`config.mk`:
```
export PLATFORM = sky130hd
export DESIGN_NAME = branch_resolve_unit
export DESIGN_NICKNAME = d
export VERILOG_FILES = /design/src/rtl/bp_pkg.sv /design/src/rtl/branch_compare.sv /design/src/rtl/branch_resolve_unit.sv
export SDC_FILE = /design/constraint.sdc
export NUM_CORES = 1
export LEC_CHECK = 0
export CORE_ASPECT_RATIO = 0.8
export CORE_MARGIN = 2
export CORE_UTILIZATION = 46
export DETAILED_ROUTE_END_ITERATION = 12
export GPL_TIMING_DRIVEN = 0
export MAX_ROUTING_LAYER = met4
export PLACE_DENSITY_LB_ADDON = 0.15
export SYNTH_ARGS = -nofsm -noshare
export SYNTH_HDL_FRONTEND = slang
export SYNTH_SLANG_ARGS = --single-unit
```
`constraint.sdc`:
```
create_clock -name clk -period 12.3 [get_ports clk]
set_input_delay 3.075 -clock clk [delete_from_list [all_inputs] [get_ports clk]]
set_output_delay 3.075 -clock clk [all_outputs]
set_load 0.02 [all_outputs]
```
`src/rtl/bp_pkg.sv`:
```
// rtl/bp_pkg.sv - shared branch prediction opcodes, funct3 codes and queue entry type
package bp_pkg;

    localparam logic [6:0] OPC_BRANCH = 7'b1100011;

    localparam logic [2:0] F3_BEQ  = 3'b000;
    localparam logic [2:0] F3_BNE  = 3'b001;
    localparam logic [2:0] F3_BLT  = 3'b100;
    localparam logic [2:0] F3_BGE  = 3'b101;
    localparam logic [2:0] F3_BLTU = 3'b110;
    localparam logic [2:0] F3_BGEU = 3'b111;

    localparam int BP_ADDR_W = 32;

    typedef struct packed {
        logic [BP_ADDR_W-1:0] pc;
        logic                 pred_taken;
        logic [BP_ADDR_W-1:0] pred_target;
    } bq_entry_t;

endpackage

```
`src/rtl/branch_compare.sv`:
```
// rtl/branch_compare.sv - combinational branch condition evaluation from funct3 and operands
module branch_compare
    import bp_pkg::*;
#(
    parameter int DATA_WIDTH = 32
) (
    input  logic [2:0]            funct3,
    input  logic [DATA_WIDTH-1:0] rs1,
    input  logic [DATA_WIDTH-1:0] rs2,
    output logic                  taken
);

    always_comb begin
        taken = 1'b0;
        case (funct3)
            F3_BEQ:  taken = (rs1 == rs2);
            F3_BNE:  taken = (rs1 != rs2);
            F3_BLT:  taken = ($signed(rs1) <  $signed(rs2));
            F3_BGE:  taken = ($signed(rs1) >= $signed(rs2));
            F3_BLTU: taken = (rs1 <  rs2);
            F3_BGEU: taken = (rs1 >= rs2);
            default: taken = 1'b0;
        endcase
    end

endmodule

```
`src/rtl/branch_resolve_unit.sv`:
```
// rtl/branch_resolve_unit.sv - in-order branch queue, execute-time resolution, redirect and BHT update
module branch_resolve_unit
    import bp_pkg::*;
#(
    parameter int ADDRESS_BITS     = 32,
    parameter int DATA_WIDTH       = 32,
    parameter int QUEUE_DEPTH      = 8,
    parameter int LOG2_QUEUE_DEPTH = $clog2(QUEUE_DEPTH)
) (
    input  logic                        clk,
    input  logic                        reset,
    input  logic                        enq_valid,
    input  logic [ADDRESS_BITS-1:0]     enq_pc,
    input  logic                        enq_pred_taken,
    input  logic [ADDRESS_BITS-1:0]     enq_pred_target,
    output logic                        enq_ready,
    input  logic                        res_valid,
    input  logic [2:0]                  res_funct3,
    input  logic [DATA_WIDTH-1:0]       res_rs1,
    input  logic [DATA_WIDTH-1:0]       res_rs2,
    input  logic [12:0]                 res_imm,
    output logic                        mispred,
    output logic [ADDRESS_BITS-1:0]     redirect_pc,
    output logic                        actual_pred,
    output logic [6:0]                  update_opcode,
    output logic [ADDRESS_BITS-1:0]     update_pc,
    output logic [LOG2_QUEUE_DEPTH:0]   occupancy,
    output logic [31:0]                 mispred_count,
    output logic                        underflow_err
);

    localparam int PW = LOG2_QUEUE_DEPTH;

    bq_entry_t                   queue_q [QUEUE_DEPTH];
    bq_entry_t                   enq_entry;
    bq_entry_t                   head;

    logic [PW-1:0]               head_q, head_d, tail_q, tail_d;
    logic [PW:0]                 occ_q, occ_d;
    logic                        mispred_q, mispred_d;
    logic [ADDRESS_BITS-1:0]     redirect_pc_q, redirect_pc_d;
    logic                        actual_pred_q, actual_pred_d;
    logic [6:0]                  update_opcode_q, update_opcode_d;
    logic [ADDRESS_BITS-1:0]     update_pc_q, update_pc_d;
    logic [31:0]                 mispred_count_q, mispred_count_d;
    logic                        underflow_q, underflow_d;

    logic                        taken;
    logic                        res_fire, enq_fire, is_mispred;
    logic [ADDRESS_BITS-1:0]     head_pc, head_tgt, imm_ext, taken_tgt, next_pc;

    branch_compare #(.DATA_WIDTH(DATA_WIDTH)) u_compare (
        .funct3 (res_funct3),
        .rs1    (res_rs1),
        .rs2    (res_rs2),
        .taken  (taken)
    );

    always_comb begin
        enq_ready             = (occ_q != (PW+1)'(QUEUE_DEPTH));
        enq_entry.pc          = BP_ADDR_W'(enq_pc);
        enq_entry.pred_taken  = enq_pred_taken;
        enq_entry.pred_target = BP_ADDR_W'(enq_pred_target);

        head      = queue_q[head_q];
        head_pc   = ADDRESS_BITS'(head.pc);
        head_tgt  = ADDRESS_BITS'(head.pred_target);
        imm_ext   = {{(ADDRESS_BITS-13){res_imm[12]}}, res_imm};
        taken_tgt = head_pc + imm_ext;
        next_pc   = taken ? taken_tgt : head_pc + ADDRESS_BITS'(4);

        res_fire   = res_valid && (occ_q != '0);
        is_mispred = res_fire && ((taken != head.pred_taken) ||
                                  (taken && (taken_tgt != head_tgt)));
        // The enqueue alongside a mispredict is wrong-path and is dropped.
        enq_fire   = enq_valid && enq_ready && !is_mispred;

        if (is_mispred) begin
            head_d = head_q + PW'(1);
            tail_d = head_q + PW'(1);
            occ_d  = '0;
        end else begin
            head_d = head_q + PW'(res_fire);
            tail_d = tail_q + PW'(enq_fire);
            occ_d  = occ_q + (PW+1)'(enq_fire) - (PW+1)'(res_fire);
        end

        mispred_d       = is_mispred;
        update_opcode_d = res_fire ? OPC_BRANCH : 7'b0;
        redirect_pc_d   = res_fire ? next_pc : redirect_pc_q;
        update_pc_d     = res_fire ? head_pc : update_pc_q;
        actual_pred_d   = res_fire ? taken : actual_pred_q;
        mispred_count_d = (is_mispred && (mispred_count_q != 32'hFFFF_FFFF))
                          ? mispred_count_q + 32'd1 : mispred_count_q;
        underflow_d     = underflow_q || (res_valid && (occ_q == '0));
    end

    always_ff @(posedge clk) begin
        if (!reset) begin
            head_q          <= '0;
            tail_q          <= '0;
            occ_q           <= '0;
            mispred_q       <= 1'b0;
            redirect_pc_q   <= '0;
            actual_pred_q   <= 1'b0;
            update_opcode_q <= '0;
            update_pc_q     <= '0;
            mispred_count_q <= '0;
            underflow_q     <= 1'b0;
        end else begin
            head_q          <= head_d;
            tail_q          <= tail_d;
            occ_q           <= occ_d;
            mispred_q       <= mispred_d;
            redirect_pc_q   <= redirect_pc_d;
            actual_pred_q   <= actual_pred_d;
            update_opcode_q <= update_opcode_d;
            update_pc_q     <= update_pc_d;
            mispred_count_q <= mispred_count_d;
            underflow_q     <= underflow_d;
        end
    end

    // Entry storage needs no reset: occupancy alone defines what is valid.
    always_ff @(posedge clk) begin
        if (enq_fire) begin
            queue_q[tail_q] <= enq_entry;
        end
    end

    assign mispred       = mispred_q;
    assign redirect_pc   = redirect_pc_q;
    assign actual_pred   = actual_pred_q;
    assign update_opcode = update_opcode_q;
    assign update_pc     = update_pc_q;
    assign occupancy     = occ_q;
    assign mispred_count = mispred_count_q;
    assign underflow_err = underflow_q;

endmodule

```
---- Yosys cells after proc, flatten, opt, wreduce, memory -nomap -nowiden ----
Memories as Yosys holds them, arrays and structs flattened. A register that Yosys moved wholly into a read port is not among the register bits.
Cells that the tools add are included.
operators by class
  add/subtract/negate cells ............... 8
  $lt $le $gt $ge ......................... 4
  equality and inequality tests ........... 11
  multiplexer cells ....................... 8
  bitwise gates (word level) .............. 1
  reductions and logical operators ........ 14
operators by type and width
  kind                     count
  $ge A32 B32 Y1           2
  $lt A32 B32 Y1           2
  $ne A32 B32 Y1           2
  $add A32 B1 Y32 const B  1
  $add A32 B3 Y32 const B  1
  $add A32 B32 Y32         1
  $eq A32 B32 Y1           1
  $mux W32                 1
  $ne A32 B32 Y1 const B   1
  $eq A3 B3 Y1 const B     4
  $mux W3                  3
  $logic_and A1 B1 Y1      7
  $mux W7                  1
  $add A3 B1 Y3            2
  $pmux W1 S6              1
  $add A4 B1 Y4            1
  $logic_not A4 Y1         1
  $ne A4 B4 Y1 const B     1
  $reduce_bool A4 Y1       1
  $sub A4 B1 Y4            1
  $add A3 B1 Y3 const B    1
  $eq A3 B1 Y1 const B     1
  $logic_not A3 Y1         1
  $logic_or A1 B1 Y1       2
  5 further kinds          6
storage, ports and cells
  flip-flop bits (word level) ............. 116
  RAM bits ................................ 520
  word-level logic and storage cells ...... 57
  memories kept ........................... 1
memory list
  memory   depth  bits a word  read ports  clocked after Yosys merged registers in  wr ports  line                       source
  queue_q  8      65           1           1                                        1         branch_resolve_unit.sv:34  bq_entry_t queue_q [QUEUE_DEPTH];

---- Depth between registers and ports, before layout ----
  word-level depth ........................ 9
  mapped depth ............................ 31
  mapped depth without buffers ............ 23

---- Modules after synthesis ----
From an unflattened synthesis, not the netlist that was laid out.
second synthesis, totals
  cell total of the unflattened synthesis .. 1,931
  area, all modules ....................... 28,572.4 um2
by module, submodules not included
  module               instances  cells each  area an instance (um2)
  branch_resolve_unit  1          1,803       27,649.0
  branch_compare       1          128         923.4

---- Least setup slack after synthesis ----
No wires, ideal clock.
  path type ............................... input -> register
  from .................................... input port res_imm[0]
  to ...................................... memory queue_q[0][0] in the netlist's numbering, enable pin
  arrival time ............................ 12.275 ns
  required time ........................... 11.652 ns
  slack ................................... -0.623 ns
  cell stages on the path ................. 16
  buffers on the path ..................... 1
  cells stage by stage .................... ha_1 > inv_1 > fa_1 > nand2b_1 > a21o_1 > a2111o_1 > a31oi_1 > o31a_1 > xnor3_1 > a2111oi_1 > nand4_1 > nor4_2 > a311o_2 > buf_6 > nand3_4 > nor4_1
on the way
  longest elaborated chain between the ends .. 9
RTL lines
  item                           line                        source
  start, declared                branch_resolve_unit.sv:21   input logic [12:0] res_imm,
  $add A32 B32 Y32               branch_resolve_unit.sv:69   taken_tgt = head_pc + imm_ext;
  $ne A32 B32 Y1                 branch_resolve_unit.sv:74   (taken && (taken_tgt != head_tgt)));
  $logic_and A1 B1 Y1            branch_resolve_unit.sv:74
  $logic_or A1 B1 Y1             branch_resolve_unit.sv:73   is_mispred = res_fire && ((taken != head.pred_taken) ||
  $logic_and A1 B1 Y1            branch_resolve_unit.sv:73
  $logic_not A1 Y1               branch_resolve_unit.sv:76   enq_fire = enq_valid && enq_ready && !is_mispred;
  $logic_and A1 B1 Y1            branch_resolve_unit.sv:76
  $mux W1                        branch_resolve_unit.sv:126  if (enq_fire) begin
  $mux W1 (implied by the code)  branch_resolve_unit.sv:127  queue_q[tail_q] <= enq_entry;
  end, declared                  branch_resolve_unit.sv:34
No other way between the ends.

==> results.md <==
- Most common cell after layout, fill and taps aside: edfxtp_1
- Post-synth top area share: 54.4%
- Residual DRC: 0
- Initial detailed-routing violation count: 1530
- Die X: 283 µm
- Worst skew pair latency: 0.63 ns
- Max Clk Rate: 98.4 MHz
- Initial Util: 46.7%
- Clock-pin slew on the worst setup and hold paths: 0.06 ns
- P&R area growth vs syn: 22.5%
- R2r setup slk: 2.14 ns
- DR WL/cell: between 20 and 25 µm
- Net count, final: 2579
- Post-synthesis register bit count: 630
- Largest stage delay, worst path: 0.85 ns
- Final Hold Viols: 0
- Reg2reg end: queue_q[0][42]$_DFFE_PP_
- Slew Viols, Final: 0
- CP max-delay cell: buf_1
- Worst vdd ir: roughly 120 µV
- Crit Path Max Fanout: 10
- Post-CTS setup buffer count: 0
- Ys flop type: edfxtp_1
- WP data required: 12.64 ns
- CTS root buf: clkbuf_16
- Vias in the first global route: 18200
- H-Tree Depth: 2
- Hold Path Origin: redirect_pc[1]$_SDFFE_PN0P_
- Die height: 227 µm
- CP Launch Point: head_q[2]$_SDFF_PN0_
- CTS tree: yes
- Final Setup Violations: 0
- Pin count of the biggest net entering global routing: 26
- Share of layout cells above drive strength 1: 16.1%
- Hold WC Path Type: reg2reg
- DP Area: 33100 µm²
- Register area share after synthesis: 62.1%
- Reg2Reg Launch Point: head_q[2]$_SDFF_PN0_
- Congestion Overflow GR: 0
- Unique masters post-synth: 81
- GRT Total Usage: 24.8%
- Warnings from Yosys: 0
- Core Area: 61400 µm²
- Placer congestion estimate: 0.930
- Num ports: 260
- Total CTS buffers: just over 60
- Worst-margin pin slew: 1.09 ns
- Post-Route WL: 78.3 mm
- Post-CTS resize count: 0
- Final ANT Viol Nets: 0
- RSZ-0062 raised after global routing: false
- Status: completed
- Avg Cell Area, Syn: 14.6 µm²
- First-pass GRT wire length: 116 mm
- Initial antenna violation count: 5
- Setup Crit Path Kind: reg2reg
- Sink Count: 630
- Crit path launch type: flop
- CP endpoint kind: flop
- Reg2Reg Depth: 29
- Syn Inst Count: 1961
- Max clock buf depth: 3
- Pleak: 0.0120 µW
- Dpl cells: between 3000 and 4000
- Max-cap viol count: 0
- Routed via count: 18500
- Commonest non-fill, non-tap cells in the layout: edfxtp_1 (520), clkdlybuf4s50_1 (256), nor2_1 (133), mux4_2 (130), dfxtp_1 (110)
- Async SR Flop Fraction: 0%
- Ranking of synthesized cells by area: edfxtp_1 (54%), mux4_2 (10%), dfxtp_1 (7.7%)
- Hold EP: redirect_pc[1]$_SDFFE_PN0P_
- Leading area contributor after synthesis: edfxtp_1
- Arrival time at the worst endpoint: approximately 11 ns
- Post-Layout Cell Count: 3239
- I/O Buffers: 256
- Min cycle time layout: 10.16 ns
- Pre-antenna DRT Iters: 9
- Via/cell ratio: 5.73
- Fin util: 57.2%
- Hold buffer count at cts: 0
- Fin crit share: 82.6%
- Post-Syn Area: roughly 29000 µm²
- Fin area: 35200 µm²
- Slew HR: 25.2%
- Cell depth of the worst hold path: 2
- Post-synth EDFFs: 520
- CP dominant cell by count: buf_4
- Rows: 81
- Die area: 64400 µm²
- Pwr dens: 236 nW/µm²
- Hpwl dp: approximately 60 mm
- Worst Skew: approximately 0.015 ns
-- per-layer routing --
layer | GRT usage [%] | up-vias | part of all wire [%]
li1 | - | 8426 | -
met1 | 34.8 | 9458 | 46
met2 | 39.1 | 581 | 47
met3 | 3.69 | 80 | 5.9
met4 | 4.61 | 0 | 1.4
met5 | - | - | 0
-- layout make-up --
cell class                      count  area, µm²
Antenna cell                        5       12.5
Buffer                            101        552
Inverter                           77        289
Tap cell                          830       1040
Multi-Input combinational cell   1155      10100
Timing Repair Buffer              326       3330
Sequential cell                   630      17800
Clock inverter                     32        334
Clock buffer                       83       1680
Fill cell                        4956      26300
-- worst max-delay path: cells and delay by family, from the launching register on --
family / cells / cell delay [ns]
compound gates: 5 / 1.20
flops: 1 / 0.30
simple gates: 5 / 1.92
fa+ha+maj: 1 / 0.34
xor+xnor: 1 / 0.20
buf+inv: 15 / 4.85
mux: 2 / 0.97
-- flip-flops by register name (all words and copies together) (netlist names) --
| name | cells |
|---|---|
| redirect_pc | 32 |
| queue_q | 520 |
| actual_pred | 1 |
| underflow_err | 1 |
| tail_q | 3 |
| mispred_count | 32 |
| update_pc | 32 |
| update_opcode | 1 |
| head_q | 3 |
| occupancy | 4 |
| mispred | 1 |
-- logic make-up (layout without fill, tap and decap cells) --
group,count (synthesis),count (layout),synth area share (%)
muxes,228,228,13.7
DFF,630,630,62.1
buffers and inverters,178,619,2.93
adders and majority gates,78,78,3.45
and+or+nand+nor,470,470,8.28
xor gates and xnor gates,79,79,2.60
AOI/OAI and AO/OA,297,297,6.98
other,1,8,0.0131
-- metrics by stage --
step / hold WS [ns] / setup slack, ns / power (µW) / TNS [ns]
after CTS: 0.460 / 2.21 / 8300 / 0
after global placement: 0.446 / -9.91 / 6360 / -3223.35
after detailed placement: 0.452 / 1.95 / 6420 / 0
after global routing: 0.473 / 1.80 / 8680 / 0
after floorplan: 0.530 / -0.623 / 5140 / -81.02
final: 0.465 / 2.14 / 8290 / 0
-- worst max-delay path by stage --
stage | to | slack [ns] | cells past startpoint
2_1_floorplan | queue_q[0][0]$_DFFE_PP_ | -0.62 | 16
3_3_place_gp | queue_q[4][45]$_DFFE_PP_ | -9.91 | 16
3_5_place_dp | queue_q[0][42]$_DFFE_PP_ | 1.95 | 21
4_1_cts | queue_q[0][44]$_DFFE_PP_ | 2.21 | 29
5_1_grt | queue_q[0][40]$_DFFE_PP_ | 1.80 | 29
6_report | queue_q[0][42]$_DFFE_PP_ | 2.14 | 29
-- synth_stat cells, types with 5 or more instances --
| master | count |
|---|---|
| nand2_1 | 106 |
| o21ai_0 | 52 |
| o31ai_1 | 16 |
| nor4_1 | 16 |
| mux2i_1 | 87 |
| and2_1 | 8 |
| nand2b_1 | 28 |
| inv_1 | 75 |
| nor3_1 | 31 |
| ha_1 | 76 |
| xor2_1 | 19 |
| or4_1 | 9 |
| a211oi_1 | 53 |
| nor4_2 | 5 |
| nor3b_1 | 5 |
| buf_2 | 30 |
| clkbuf_1 | 34 |
| o21a_1 | 8 |
| a21o_1 | 11 |
| buf_1 | 7 |
| nand3_1 | 37 |
| dfxtp_1 | 110 |
| nor2b_1 | 9 |
| edfxtp_1 | 520 |
| o21ai_1 | 6 |
| or3_1 | 12 |
| and3_1 | 25 |
| nand4_1 | 29 |
| o211ai_1 | 15 |
| a21oi_1 | 78 |
| buf_6 | 6 |
| mux4_2 | 130 |
| nor2_1 | 133 |
| buf_4 | 24 |
| a31oi_1 | 6 |
| xnor2_1 | 56 |
| mux2_2 | 11 |
-- power by group --
part           switching [µW]  total, µW  internal, µW
clock                     779       1880          1100
sequential                133       2740          2610
combinational            2190       3670          1480
No activity file was read; power rests on OpenSTA's default activity.
